==> src/rtl/uart_pkt_parser.sv <==
// Byte-stream frame parser: SOF, LEN, payload, XOR check. It buffers the payload
// and replays it on a valid/ready/last stream only once the check byte matches.
module uart_pkt_parser #(
  parameter logic [7:0] SOF_BYTE     = 8'hA5,
  parameter int         MAX_LEN      = 16,
  parameter int         TIMEOUT_CLKS = 104_170
) (
  input  logic       clk_i,
  input  logic       aresetn_i,
  input  logic [7:0] s_data_i,
  input  logic       s_valid_i,
  output logic       s_ready_o,
  output logic [7:0] m_data_o,
  output logic       m_valid_o,
  input  logic       m_ready_i,
  output logic       m_last_o,
  output logic       pkt_ok_o,
  output logic       pkt_err_o,
  output logic [1:0] err_code_o
);

  typedef enum logic [2:0] {S_IDLE, S_LEN, S_DATA, S_CHK, S_DRAIN} state_t;
  typedef enum logic [1:0] {E_NONE, E_BAD_LEN, E_BAD_CHK, E_TIMEOUT} err_t;

  localparam int               IDX_W     = (MAX_LEN > 1) ? $clog2(MAX_LEN) : 1;
  localparam int               TMO_W     = $clog2(TIMEOUT_CLKS + 1);
  localparam logic [7:0]       MAX_LEN_B = 8'(MAX_LEN);
  localparam logic [TMO_W-1:0] TMO_LAST  = TMO_W'(TIMEOUT_CLKS - 1);

  state_t           r_state, w_next;
  logic             r_rdy;
  logic [7:0]       r_len, r_chk, r_cnt, r_rd;
  logic [7:0]       r_buf [MAX_LEN];
  logic [TMO_W-1:0] r_tmo;
  logic             r_ok, r_err;
  logic [1:0]       r_err_code;

  logic             w_acc, w_len_bad, w_data_last, w_rd_last, w_m_hs, w_tmo_hit;
  logic             w_ok, w_err;
  err_t             w_code;

  // r_rdy holds s_ready_o low until the first edge after reset releases.
  assign s_ready_o   = r_rdy && (r_state != S_DRAIN);
  assign w_acc       = s_valid_i && s_ready_o;
  assign w_len_bad   = (s_data_i == 8'd0) || (s_data_i > MAX_LEN_B);
  assign w_data_last = (r_cnt == r_len - 8'd1);
  assign w_rd_last   = (r_rd == r_len - 8'd1);
  assign w_tmo_hit   = (r_tmo == TMO_LAST);

  assign m_valid_o   = (r_state == S_DRAIN);
  assign m_last_o    = m_valid_o && w_rd_last;
  assign m_data_o    = m_valid_o ? r_buf[r_rd[IDX_W-1:0]] : 8'd0;
  assign w_m_hs      = m_valid_o && m_ready_i;

  assign pkt_ok_o    = r_ok;
  assign pkt_err_o   = r_err;
  assign err_code_o  = r_err_code;

  always_ff @(posedge clk_i or negedge aresetn_i) begin
    if (!aresetn_i) r_state <= S_IDLE;
    else            r_state <= w_next;
  end

  // NOTE: every output of this block gets a default first, so no path can
  // leave a value unassigned and infer a latch.
  always_comb begin
    w_next = r_state;
    w_ok   = 1'b0;
    w_err  = 1'b0;
    w_code = E_NONE;
    unique case (r_state)
      S_IDLE: if (w_acc && s_data_i == SOF_BYTE) w_next = S_LEN;
      S_LEN: begin
        if (w_acc) begin
          if (w_len_bad) begin
            w_err  = 1'b1;
            w_code = E_BAD_LEN;
            w_next = S_IDLE;
          end else begin
            w_next = S_DATA;
          end
        end else if (w_tmo_hit) begin
          w_err  = 1'b1;
          w_code = E_TIMEOUT;
          w_next = S_IDLE;
        end
      end
      S_DATA: begin
        if (w_acc) begin
          if (w_data_last) w_next = S_CHK;
        end else if (w_tmo_hit) begin
          w_err  = 1'b1;
          w_code = E_TIMEOUT;
          w_next = S_IDLE;
        end
      end
      S_CHK: begin
        if (w_acc) begin
          if (s_data_i == r_chk) begin
            w_ok   = 1'b1;
            w_next = S_DRAIN;
          end else begin
            w_err  = 1'b1;
            w_code = E_BAD_CHK;
            w_next = S_IDLE;
          end
        end else if (w_tmo_hit) begin
          w_err  = 1'b1;
          w_code = E_TIMEOUT;
          w_next = S_IDLE;
        end
      end
      S_DRAIN: if (w_m_hs && w_rd_last) w_next = S_IDLE;
      default: w_next = S_IDLE;
    endcase
  end

  // NOTE: sequential state uses non-blocking assignments so every register
  // samples the pre-edge values regardless of statement order.
  always_ff @(posedge clk_i or negedge aresetn_i) begin
    if (!aresetn_i) begin
      r_rdy      <= 1'b0;
      r_len      <= 8'd0;
      r_chk      <= 8'd0;
      r_cnt      <= 8'd0;
      r_rd       <= 8'd0;
      r_tmo      <= '0;
      r_ok       <= 1'b0;
      r_err      <= 1'b0;
      r_err_code <= 2'd0;
    end else begin
      r_rdy <= 1'b1;
      r_ok  <= w_ok;
      r_err <= w_err;
      if (w_err) r_err_code <= w_code;

      if (w_acc && r_state == S_LEN && !w_len_bad) begin
        r_len <= s_data_i;
        r_chk <= s_data_i;
        r_cnt <= 8'd0;
      end
      if (w_acc && r_state == S_DATA) begin
        r_chk <= r_chk ^ s_data_i;
        r_cnt <= r_cnt + 8'd1;
      end

      if (w_ok)        r_rd <= 8'd0;
      else if (w_m_hs) r_rd <= r_rd + 8'd1;

      // Idle-clock count only runs while waiting for a byte inside a frame.
      if (w_acc || (w_next != r_state) || r_state == S_IDLE || r_state == S_DRAIN)
        r_tmo <= '0;
      else
        r_tmo <= r_tmo + TMO_W'(1);
    end
  end

  // NOTE: the payload buffer has no reset; every entry read in DRAIN has been
  // written earlier in the same frame, so its power-up value never escapes.
  always_ff @(posedge clk_i) begin
    if (w_acc && r_state == S_DATA) r_buf[r_cnt[IDX_W-1:0]] <= s_data_i;
  end

endmodule

==> config.mk <==
export PLATFORM = sky130hd
export DESIGN_NAME = uart_pkt_parser
export DESIGN_NICKNAME = d
export VERILOG_FILES = /design/src/rtl/uart_pkt_parser.sv
export SDC_FILE = /design/constraint.sdc
export NUM_CORES = 1
export LEC_CHECK = 0
export CAP_MARGIN = 20
export CORE_MARGIN = 2
export CORE_UTILIZATION = 30
export DETAILED_ROUTE_END_ITERATION = 8
export GPL_TIMING_DRIVEN = 0
export HOLD_SLACK_MARGIN = 0.15
export PLACE_DENSITY = 0.46
export SYNTH_ARGS = -nofsm -noshare
export SYNTH_HDL_FRONTEND = slang
export SYNTH_SLANG_ARGS = --single-unit
==> constraint.sdc <==
create_clock -name clk_i -period 6.95 [get_ports clk_i]
set_input_delay 1.7375 -clock clk_i [delete_from_list [all_inputs] [get_ports clk_i]]
set_output_delay 1.7375 -clock clk_i [all_outputs]
set_load 0.05 [all_outputs]
## After elaboration in Yosys (flattened, before gate mapping)

Memory sizes are Yosys's and may differ from the RTL's.
Cells that the tools add are included.

| storage, ports and cells | value |
|---|---|
| flip-flop bits (word level) | 57 |
| latch bits | 0 |
| bits in writable memories | 128 |
| memory bits (read-only) | 0 |
| word-level logic and storage cells | 83 |
| memories | 1 |

Memory list:

| memory | words | bits a word | rd ports | clocked after memory_dff | write ports | line | text |
|---|---|---|---|---|---|---|---|
| r_buf | 16 | 8 | 1 | 0 | 1 | 33 | `logic [7:0] r_buf [MAX_LEN];` |

| operators by class | value |
|---|---|
| $add $sub $neg | 4 |
| multipliers | 0 |
| divide/modulo/power cells | 0 |
| magnitude comparators | 1 |
| equal/unequal tests | 11 |
| shifts and indexed selects | 0 |
| muxes and demuxes | 37 |
| bitwise operators | 1 |
| reductions and logical operators | 18 |

Operators by type and width:

| kind | number |
|---|---|
| two-way mux 8 bit | 7 |
| == test 8 bit | 3 |
| two-way mux 3 bit | 8 |
| adder 17 x 1 -> 17 bit, second input constant | 1 |
| == test 17 bit, second input constant | 1 |
| two-way mux 17 bit | 1 |
| adder 8 x 1 -> 8 bit, second input constant | 2 |
| case mux 3 bit (5 select lines) | 1 |
| two-way mux 1 bit | 12 |
| two-way mux 2 bit | 6 |
| logical AND 1 bit | 9 |
| == test 8 bit, second input constant | 1 |
| > comparator 8 x 5 -> 1 bit, second input constant | 1 |
| logical NOT 8 bit | 1 |
| subtractor 8 x 1 -> 8 bit, second input constant | 1 |
| XOR 8 bit | 1 |
| == test 3 x 2 -> 1 bit, second input constant | 2 |
| case mux 2 bit (3 select lines) | 1 |
| logical OR 1 bit | 4 |
| nonzero test 2 bit | 2 |
| == test 3 x 1 -> 1 bit, second input constant | 1 |
| == test 3 bit, second input constant | 1 |
| logical NOT 3 bit | 1 |
| != test 3 bit | 1 |
| 3 further kinds | 3 |

## Depth between registers and ports, before layout

| depth | value |
|---|---|
| depth after elaboration | 11 |
| mapped depth | 8 |
| mapped depth without buffers | 8 |

## Worst setup path after synthesis

OpenSTA, ideal clock, no wires.

| timing | value |
|---|---|
| path type | register -> output |
| start | reg r_len[0] |
| end | out m_last_o |
| arrival | 2.384 ns |
| slack | 2.829 ns |
| cell stages (with the launch flop) | 7 |
| buffers on the path | 0 |
| path through | dfrtp_1 -> inv_1 -> ha_1 -> xnor2_1 -> a311oi_1 -> nand4_1 -> nor3_1 |

| between the ends | value |
|---|---|
| longest elaborated chain between the ends | 3 |

RTL lines:

| item | line | text |
|---|---|---|
| start, declared | 32 | `logic [7:0] r_len, r_chk, r_cnt, r_rd;` |
| start signal, assigned | 138 | `r_len <= s_data_i;` |
| subtractor 8 x 1 -> 8 bit | 47 | `assign w_rd_last = (r_rd == r_len - 8'd1);` |
| == test 8 bit | 47 |  |
| logical AND 1 bit | 51 | `assign m_last_o = m_valid_o && w_rd_last;` |
| end, declared | 16 | `output logic m_last_o,` |

Every way passes these cells.

## Worst setup path in the final report

| timing | value |
|---|---|
| start | reg r_rd[0] |
| end | out m_data_o[1] |

| between the ends | value |
|---|---|
| longest elaborated chain between the ends | 2 |

RTL lines:

| item | line | text |
|---|---|---|
| start, declared | 32 |  |
| start signal, assigned | 148 | `else if (w_m_hs) r_rd <= r_rd + 8'd1;` |
| memory (16 x 8 bit) | -- |  |
| two-way mux 8 bit | 52 | `assign m_data_o = m_valid_o ? r_buf[r_rd[IDX_W-1:0]] : 8'd0;` |
| end, declared | 13 | `output logic [7:0] m_data_o,` |

Every way passes these cells.

==> flow_summary.yaml <==
cts:
  cts.sinks: 185
  cts_resized: 0
  cts_tree: "built"
  h-tree-depth: 4
  hold_buffers: 0
  cts-root-buf: "clkbuf_16"
  path_clk_slew_ns: 0.07
  clock_path_buffers: 2
  cts_buffers: 17
  post_cts_buffers: 0
  insertion_delay_ns: 0.44
global_route:
  grt_usage_pct: 13.87
  antenna_found_initial: 1
  grt_max_degree: 36
  grt.overflow.total: 0
  grt_pass1_wl_mm: 29.71
  grt_pass1_vias: 5060
timing:
  worst_pin_slew_ns: 1.050
  rsz0062_at_grt: "false"
  finalSetupTns_ns: 0
  finClkSkew_ns: 0.01800
  finalSetupViolations: 0
  maxSlewViolCount: 0
  max_slew_margin_pct: 29.80
  hold_viol_final: 0
  holdWs_ns: 0.5129
  fmax_mhz: 202.3
  fin_crit_ns: 4.944
  fin_crit_sh_pct: 71.14
finish:
  fin_nets: 643
  final_layout_size_suffix_gt1_share_pct: 12.13
  fill_cells: 2645
  syn_to_final_growth_pct: 16.36
  antennaDiodeCount: 0
logic_synthesis:
  yosys_register_bits: 185
  synthTopCellsByArea: "edfxtp_1, dfrtp_1, mux4_1"
  syn_area_per_cell_um2: 14.62
  yosysMostFrequentCell: "edfxtp_1"
  synth_area_um2: 8406
  synth_common_cells: "edfxtp_1, dfrtp_1, nor2_1, nand2_1, o21ai_0"
  synth_cell_type_count: 54
  ys.flop_type: "edfxtp_1"
  ys.warnings.count: 0
  yosysSeqAreaShare_pct: 62.70
  synth_top_area_share_pct: 45.73
  ys_async_sr_fraction_pct: 30.81
  syn_inst: 575
  synth_edf_count: 128
  yosys.area.top_type: "edfxtp_1"
  syn_nets: 595
worst_setup_path:
  rr_endpoint: "r_buf[7][0]"
  crit_type: "register to primary output"
  end_kind: "primary output"
  r2r_setup_slack_ns: 4.39
  reg2reg_depth: 6
  crit_end: "m_data_o[1]"
  cp-startpoint: "r_rd[0]"
  arrival_ns: 3.21
  crit_fanout: 10
  critPathLaunchType: "register"
  required_ns: 5.21
  r2r-start: "r_state[2]"
placed_design:
  port_buffers: 26
  dp_hpwl_mm: 12.80
  gp_congestion: 0.8118
route:
  wl_per_cell_um: 18.96
  via_count: 4826
  vias_per_cell: 4.764
  first_iter_violations: 279
  wl_mm: 19.21
  drtPass1Iterations: 4
  drc: 0
  antenna_left: 0
pwr:
  power_leakage_nw: 3.476
  vdd_drop_max_uv: 152.8
  cellPowerDensity_nw_per_um2: 226.6
floorplan:
  ioPinCount: 27
  die_w_um: 171.4
  initial_core_util_pct: 30.34
  rows: 61
  die_h_um: 171.4
  die-area_um2: 29370
  core_um2: 27710
run:
  cap_viol_max_count: 0
worst_hold_path:
  hp-start: "r_tmo[0]"
  worstHoldPathType: "register to register"
outcome:
  outcome: "completed"
## layer usage
layer,global-route usage (%),vias to the layer above,wire (um)
met5,0,-,0
met4,4.348,0,255
met3,2.324,19,445
met2,23.07,77,9389
met1,18.60,2454,9116
li1,-,2276,-
## area by class of cell
type	count	area [um2]	share of cell area [%]
well taps	378	473.0	4.836
plain buffers	24	205.2	2.098
multi-input cells	352	2898	29.63
inverters	14	52.55	0.5373
clock buffers	18	429.2	4.388
flip-flops and latches	185	5270	53.88
repair buffers	29	294.0	3.006
clock inverters	13	158.9	1.625
## report_power, final
group          total [W]  internal, W  switching, W
logic          0.0000496    0.0000140     0.0000356
registers        0.00119      0.00118    0.00000294
clock network   0.000981     0.000539      0.000442
## worst max-delay path, cell delays in order, from the launching register on
cell             delay (ns)
dfrtp_1                0.36
buf_6                  0.20
buf_8                  0.18
mux4_1                 0.67
mux4_2                 0.49
and2_1                 0.17
clkdlybuf4s50_1        0.69
## flip-flops by register name, indices dropped and copies added, names as in the netlist
register / count
r_len: 8
pkt_ok_o: 1
r_tmo: 17
r_buf: 128
r_state: 3
r_rd: 8
r_cnt: 8
err_code_o: 2
pkt_err_o: 1
r_rdy: 1
r_chk: 8
## layout by cell type, fill, tap and decap left out, types with 8 or more instances in the layout
cell / synthesis / final
edfxtp_1: 128 / 128
dfrtp_1: 57 / 57
nor2_1: 55 / 55
nand2_1: 41 / 41
o21ai_0: 31 / 31
xor2_1: 30 / 30
clkdlybuf4s50_1: 0 / 25
mux4_1: 24 / 24
xnor2_1: 21 / 21
nand3_1: 18 / 18
clkbuf_16: 0 / 17
mux4_2: 16 / 16
inv_1: 14 / 14
and2_1: 13 / 13
a21oi_1: 12 / 12
and3_1: 9 / 9
nand4_1: 9 / 9
clkbuf_1: 7 / 8
ha_1: 8 / 8
## per-stage QoR
stage	util, %	cell area, um2	std cells	worst slack [ns]	power, W
2_1_floorplan	-	8406	575	2.829	0.001222
3_3_place_gp	32.99	9139	979	1.999	0.001257
3_5_place_dp	33.18	9193	982	2.201	0.001260
4_1_cts	35.30	9781	1013	1.966	0.002237
5_1_grt	35.30	9781	1013	1.877	0.002291
6_report	35.30	9781	1013	2.006	0.002216
## how the worst min path moves through the flow
stage / endpoint / cells past startpoint
after detailed placement: r_cnt[7] / 1
final: r_tmo[0] / 1
after global routing: r_cnt[7] / 1
after CTS: r_cnt[7] / 1
after global placement: r_tmo[0] / 1
after floorplan: r_cnt[7] / 1
## cells by family (layout without fill, tap and decap cells)
| group | after synthesis | in the layout | share of synthesized area [%] |
|---|---|---|---|
| multiplexers | 42 | 42 | 12.03 |
| buffers and inverters | 38 | 98 | 3.066 |
| AND/OR/NAND/NOR | 180 | 180 | 10.51 |
| flip-flops | 185 | 185 | 62.70 |
| other | 1 | 1 | 0.04461 |
| adder cells (fa/ha/maj) | 8 | 8 | 1.191 |
| AO/OA/AOI/OAI | 70 | 70 | 5.150 |
| XOR/XNOR | 51 | 51 | 5.314 |
Power figures use the tool's default switching activity.
